File: config.mk
export PLATFORM = sky130hd
export DESIGN_NAME = training_data_feeder
export DESIGN_NICKNAME = d
export VERILOG_FILES = /design/src/rtl/neuron_pkg.sv /design/src/rtl/sample_ram.sv /design/src/rtl/training_data_feeder.sv
export SDC_FILE = /design/constraint.sdc
export NUM_CORES = 1
export LEC_CHECK = 0
export BUFFER_PORTS_ARGS = -buffer_cell sky130_fd_sc_hd__buf_2
export CAP_MARGIN = 10
export CORE_ASPECT_RATIO = 0.8
export CORE_UTILIZATION = 50
export DETAILED_ROUTE_END_ITERATION = 7
export PLACE_DENSITY = 0.67
export SYNTH_ARGS = -nofsm -noshare
export SYNTH_HDL_FRONTEND = slang
export SYNTH_SLANG_ARGS = --single-unit
export TNS_END_PERCENT = 5
File: constraint.sdc
create_clock -name clk -period 4.86 [get_ports clk]
set_input_delay 0.972 -clock clk [delete_from_list [all_inputs] [get_ports clk]]
set_output_delay 0.972 -clock clk [all_outputs]
set_load 0.005 [all_outputs]
File: src/rtl/neuron_pkg.sv
// Shared types and constants for the neuron training slice: sample format,
// training-set geometry and the feeder state encoding.
package neuron_pkg;

  localparam int DATA_W = 8;
  localparam int DEPTH  = 16;
  localparam int ADDR_W = 4;

  localparam logic [ADDR_W:0] DEPTH_CNT = (ADDR_W + 1)'(DEPTH);

  typedef enum logic [1:0] {
    FEED_IDLE,
    FEED_READ,
    FEED_VALID
  } feed_state_t;

  typedef struct packed {
    logic signed [DATA_W-1:0] x1;
    logic signed [DATA_W-1:0] x2;
    logic signed [DATA_W-1:0] t;
  } sample_t;

  // Out-of-range epoch lengths fall back to the whole RAM.
  function automatic logic [ADDR_W:0] eff_count(input logic [ADDR_W:0] sample_count);
    if (sample_count == '0 || sample_count > DEPTH_CNT) return DEPTH_CNT;
    return sample_count;
  endfunction

endpackage

File: src/rtl/sample_ram.sv
// Training-set storage: one write port, one synchronous read port,
// one-cycle read latency, write-first on a same-address collision.
module sample_ram
  import neuron_pkg::*;
(
  input  logic              clk,
  input  logic              we,
  input  logic [ADDR_W-1:0] waddr,
  input  sample_t           wdata,
  input  logic              re,
  input  logic [ADDR_W-1:0] raddr,
  output sample_t           rdata
);

  sample_t mem [DEPTH];

  // NOTE: the array has no reset so it maps onto RAM macros; contents survive rst.
  always_ff @(posedge clk) begin
    if (we) mem[waddr] <= wdata;
    if (re) rdata <= (we && waddr == raddr) ? wdata : mem[raddr];
  end

endmodule

File: src/rtl/training_data_feeder.sv
// Serves one training sample per controller request, marks the last sample of
// each epoch with flagEOF and wraps back to slot 0.
module training_data_feeder
  import neuron_pkg::*;
(
  input  logic                     clk,
  input  logic                     rst,
  input  logic                     wrEn,
  input  logic [ADDR_W-1:0]        wrAddr,
  input  logic signed [DATA_W-1:0] wrX1,
  input  logic signed [DATA_W-1:0] wrX2,
  input  logic signed [DATA_W-1:0] wrT,
  input  logic [ADDR_W:0]          sampleCount,
  input  logic                     rewind,
  input  logic                     requestFlag,
  output logic                     dataReady,
  output logic signed [DATA_W-1:0] x1,
  output logic signed [DATA_W-1:0] x2,
  output logic signed [DATA_W-1:0] t,
  output logic                     flagEOF,
  output logic                     busy
);

  feed_state_t       state;
  logic [ADDR_W-1:0] ptr;
  logic [ADDR_W:0]   eff_q;
  logic              rewind_pend;
  sample_t           rd_data;
  sample_t           wr_data;
  logic              start_read;
  logic              wr_accept;
  logic              is_last;

  assign busy       = (state != FEED_IDLE);
  assign wr_accept  = wrEn && !busy;
  assign start_read = (state == FEED_IDLE) && !rewind && requestFlag;
  assign is_last    = ({1'b0, ptr} == eff_q - 1'b1);
  assign wr_data    = '{x1: wrX1, x2: wrX2, t: wrT};

  sample_ram u_ram (
    .clk   (clk),
    .we    (wr_accept),
    .waddr (wrAddr),
    .wdata (wr_data),
    .re    (start_read),
    .raddr (ptr),
    .rdata (rd_data)
  );

  // NOTE: every state register is assigned with <= so all of them update from
  // the same pre-edge values, independent of statement order.
  always_ff @(posedge clk) begin
    if (!rst) begin
      state       <= FEED_IDLE;
      ptr         <= '0;
      eff_q       <= DEPTH_CNT;
      rewind_pend <= 1'b0;
      dataReady   <= 1'b0;
      flagEOF     <= 1'b0;
      x1          <= '0;
      x2          <= '0;
      t           <= '0;
    end else begin
      dataReady <= 1'b0;
      case (state)
        FEED_IDLE: begin
          eff_q       <= eff_count(sampleCount);
          rewind_pend <= 1'b0;
          if (rewind) begin
            ptr     <= '0;
            flagEOF <= 1'b0;
          end else if (requestFlag) begin
            state <= FEED_READ;
          end
        end
        FEED_READ: begin
          x1        <= rd_data.x1;
          x2        <= rd_data.x2;
          t         <= rd_data.t;
          dataReady <= 1'b1;
          flagEOF   <= is_last;
          ptr       <= is_last ? '0 : ptr + 1'b1;
          if (rewind) rewind_pend <= 1'b1;
          state <= FEED_VALID;
        end
        FEED_VALID: begin
          // A rewind seen mid-delivery only takes effect once the sample is out.
          if (rewind || rewind_pend) ptr <= '0;
          rewind_pend <= 1'b0;
          state       <= FEED_IDLE;
        end
        default: state <= FEED_IDLE;
      endcase
    end
  end

endmodule

==> results.md <==
* Status: completed
* Post-cts sizing count at 0
* Syn. warnings at 0
* Peak VDD IR at 256 µV
* Placed cells at ~1300
* Synth top area share at between 70% and 80%
* Worst skew pair latency at ~0.55 ns
* Max incr delay on CP at around 0.87 ns
* Via density at roughly 6
* WL/cell at ~27 µm
* Syn Area/Cell at between 20 and 25 µm²
* Synth area leader: edfxtp_1
* CTS tree: done
* Slew headroom at a little under a quarter
* Top cells by area, synth: edfxtp_1 (72%), mux4_2 (16%), dfxtp_1 (4.5%)
* Share of cells above drive strength 1 at roughly 35%
* Clock skew at 0.0111 ns
* Post-route insts no fill at 1352
* Max H-tree Level at 2
* R2R Setup Slk at ~1.9 ns
* Grt met2 use at between 30 and 40%
* Most common cell on crit path: mux4_2
* Fmax at 333 MHz
* Total core area at around 34000 µm²
* CP Class: reg2reg
* Sequential-to-total area share from yosys stat at around 76%
* CP bufs+invs at 1
* Synth-to-Final Area Change at 13.9%
* Final global-route overflow total at 0
* Final Net Count at around 930
* Crit-path max FO at between 50 and 60
* Setup TNS at 0 ns
* FF/Latch Area at between 10000 and 15000 µm²
* CP arrival at approximately 3.3 ns
* GRT busiest layer: met1
* DR pass1 iterations at 5
* Via count at between 8000 and 9000
* Met1 GRT Util at about a third
* Chip width at between 200 and 250 µm
* Max-cap viol count at 0
* # diodes at 0
* Multi-input logic area at 4000 µm²
* Setup WS pre-CTS at 1.77 ns
* CTS root buffer: clkbuf_16
* Final setup fails at 0
* Post-Synthesis Cells at between 700 and 800
* Setup bufs post-CTS at 0
* Largest net degree at the start of global routing at 54
* Total Power at around 8 mW
* Area of the mapped netlist at ~17000 µm²
* Count leader, synth: edfxtp_1
* #FFs+latches synth at around 450
* Die Height at between 150 and 200 µm
* Global-route wire length before repair at 53300 µm
* DRC at 0
* CTS Buf Count at 43
* Antenna Violating Nets Remaining at 0
* Initial Utilization at ~51%
* Async set-reset flop share out of synthesis at 0%
* Leak at ~6 nW
* P per Cell Area at about 400 nW/µm²
* RSZ-0062 raised after global routing: no
* Vias in the first global route at 8024
* Post-synth cell types at 39
* Initial antenna violation count at 3
* Detailed Place HPWL at about 19000 µm
* Routed WL at 36100 µm
* Fill cell count at around 2500
* Critical Path End Type: flip-flop
* Commonest cells post-synth: edfxtp_1 (408), mux4_2 (120), nand2_1 (60), dfxtp_1 (38), a21boi_0 (28)
* CTS clock-pin slew for the worst setup and hold paths at 0.06 ns
* Syn Nets at 839
* Final Slew Violations at 0
* Final Cycle Share at roughly 60%
* Row count at 60
* Final hold vios at 0
* Drt first-iter violations at 750
* Setup WS post-layout at 1.86 ns
* Number of flops mapped to enable cells by yosys at 408
* CTS Buffer Depth at 3
* Largest delay share family, worst path: multiplexers
* Crit path cell chain: buf_4 -> mux4_2 -> mux4_2 -> mux2_2
* Slowest-stage cell, CP: dfxtp_4
* Ports at 65
* M3 GR Usage at about 3.5%
* DIE AREA at 34900 µm²
* CTS Sinks at between 400 and 500
* Fin crit period at 3.00 ns
* Hold WC Path Type: reg2reg
* Slew of the pin with the lowest slew margin at roughly 1.1 ns
* End-of-flow core utilization at 57.9%
* Crit path required time at roughly 5.2 ns
* Main flop type after synthesis: edfxtp_1
* GRT Resource Usage Total at between 20% and 30%
* Routability cong. at 0.729
* Port Buffer Count at 64
* Cts hold-fix bufs at 0
* Startpoint types: flip-flop
-- cell families (layout without fill, tap and decap cells) --
family,after synthesis,in the layout,synth area share (%)
flops,446,446,76.1
mux,145,145,17.5
simple gates,106,106,2.76
buf+inv,47,167,1.17
compound gates,42,42,1.80
xor+xnor,9,9,0.461
fa+ha+maj,3,3,0.220
-- routing by layer --
layer	share of wire (%)	up-vias
li1	-	3467
met1	46	4295
met2	45	299
met3	6.6	60
met4	1.6	4
met5	0.075	-
-- power breakdown --
group	internal (mW)	switching [mW]	total [mW]	leakage, nW
clock network	1.88	1.41	3.30	0.665
logic	0.102	0.158	0.260	1.43
registers	4.24	0.0245	4.27	4.00
-- registers in the layout (all words and copies together), names as in the netlist, 2 cells and up --
signal and cells:
state 2, x2 8, ptr 4, x1 8, u_ram.rdata 24, eff_q 5, t 8, u_ram.mem 384
-- per-stage QoR --
stage | hold WS (ns) | cell area, µm²
detailed placement | 0.455 | 18100
floorplan | 0.437 | 17100
CTS | 0.464 | 19500
global route | 0.477 | 19500
global placement | 0.450 | 18100
finish | 0.458 | 19500
-- worst paths after layout --
kind / startpoint / endpoint / cells past startpoint
min reg2reg: x2[0]$_SDFFE_PN0P_ / x2[0]$_SDFFE_PN0P_ / 2
max: ptr[1]$_SDFFE_PN0P_ / u_ram.rdata[10]$_DFFE_PP_ / 4
max reg2reg: ptr[1]$_SDFFE_PN0P_ / u_ram.rdata[10]$_DFFE_PP_ / 4
min: x2[0]$_SDFFE_PN0P_ / x2[0]$_SDFFE_PN0P_ / 2
-- worst reg2reg max path, delay by kind of cell (launching register included) --
family | cells | cell delay (ns)
buffers and inverters | 1 | 0.64
flip-flops | 1 | 0.87
multiplexers | 3 | 1.25
-- cell usage in the layout (no fill, tap or decap), drive strengths merged, types with 5 or more instances in the layout --
cell type	netlist	final
buf	16	84
mux2	24	24
nor3	6	6
clkinvlp	0	5
mux4	120	120
dfxtp	38	38
nand3	5	5
clkinv	2	15
inv	5	8
edfxtp	408	408
nand2	60	60
nor2	18	18
xnor2	5	5
a21boi	28	28
clkbuf	24	51
-- cell type report --
| class | instances | area share, % |
|---|---|---|
| Multi-Input combinational cell | 305 | 20.6 |
| Clock inverter | 25 | 1.31 |
| Clock buffer | 51 | 5.79 |
| Inverter | 7 | 0.135 |
| Tap cell | 434 | 2.79 |
| Sequential cell | 446 | 66.9 |
| Timing Repair Buffer | 84 | 2.54 |
No activity file was read; power rests on OpenSTA's default activity.
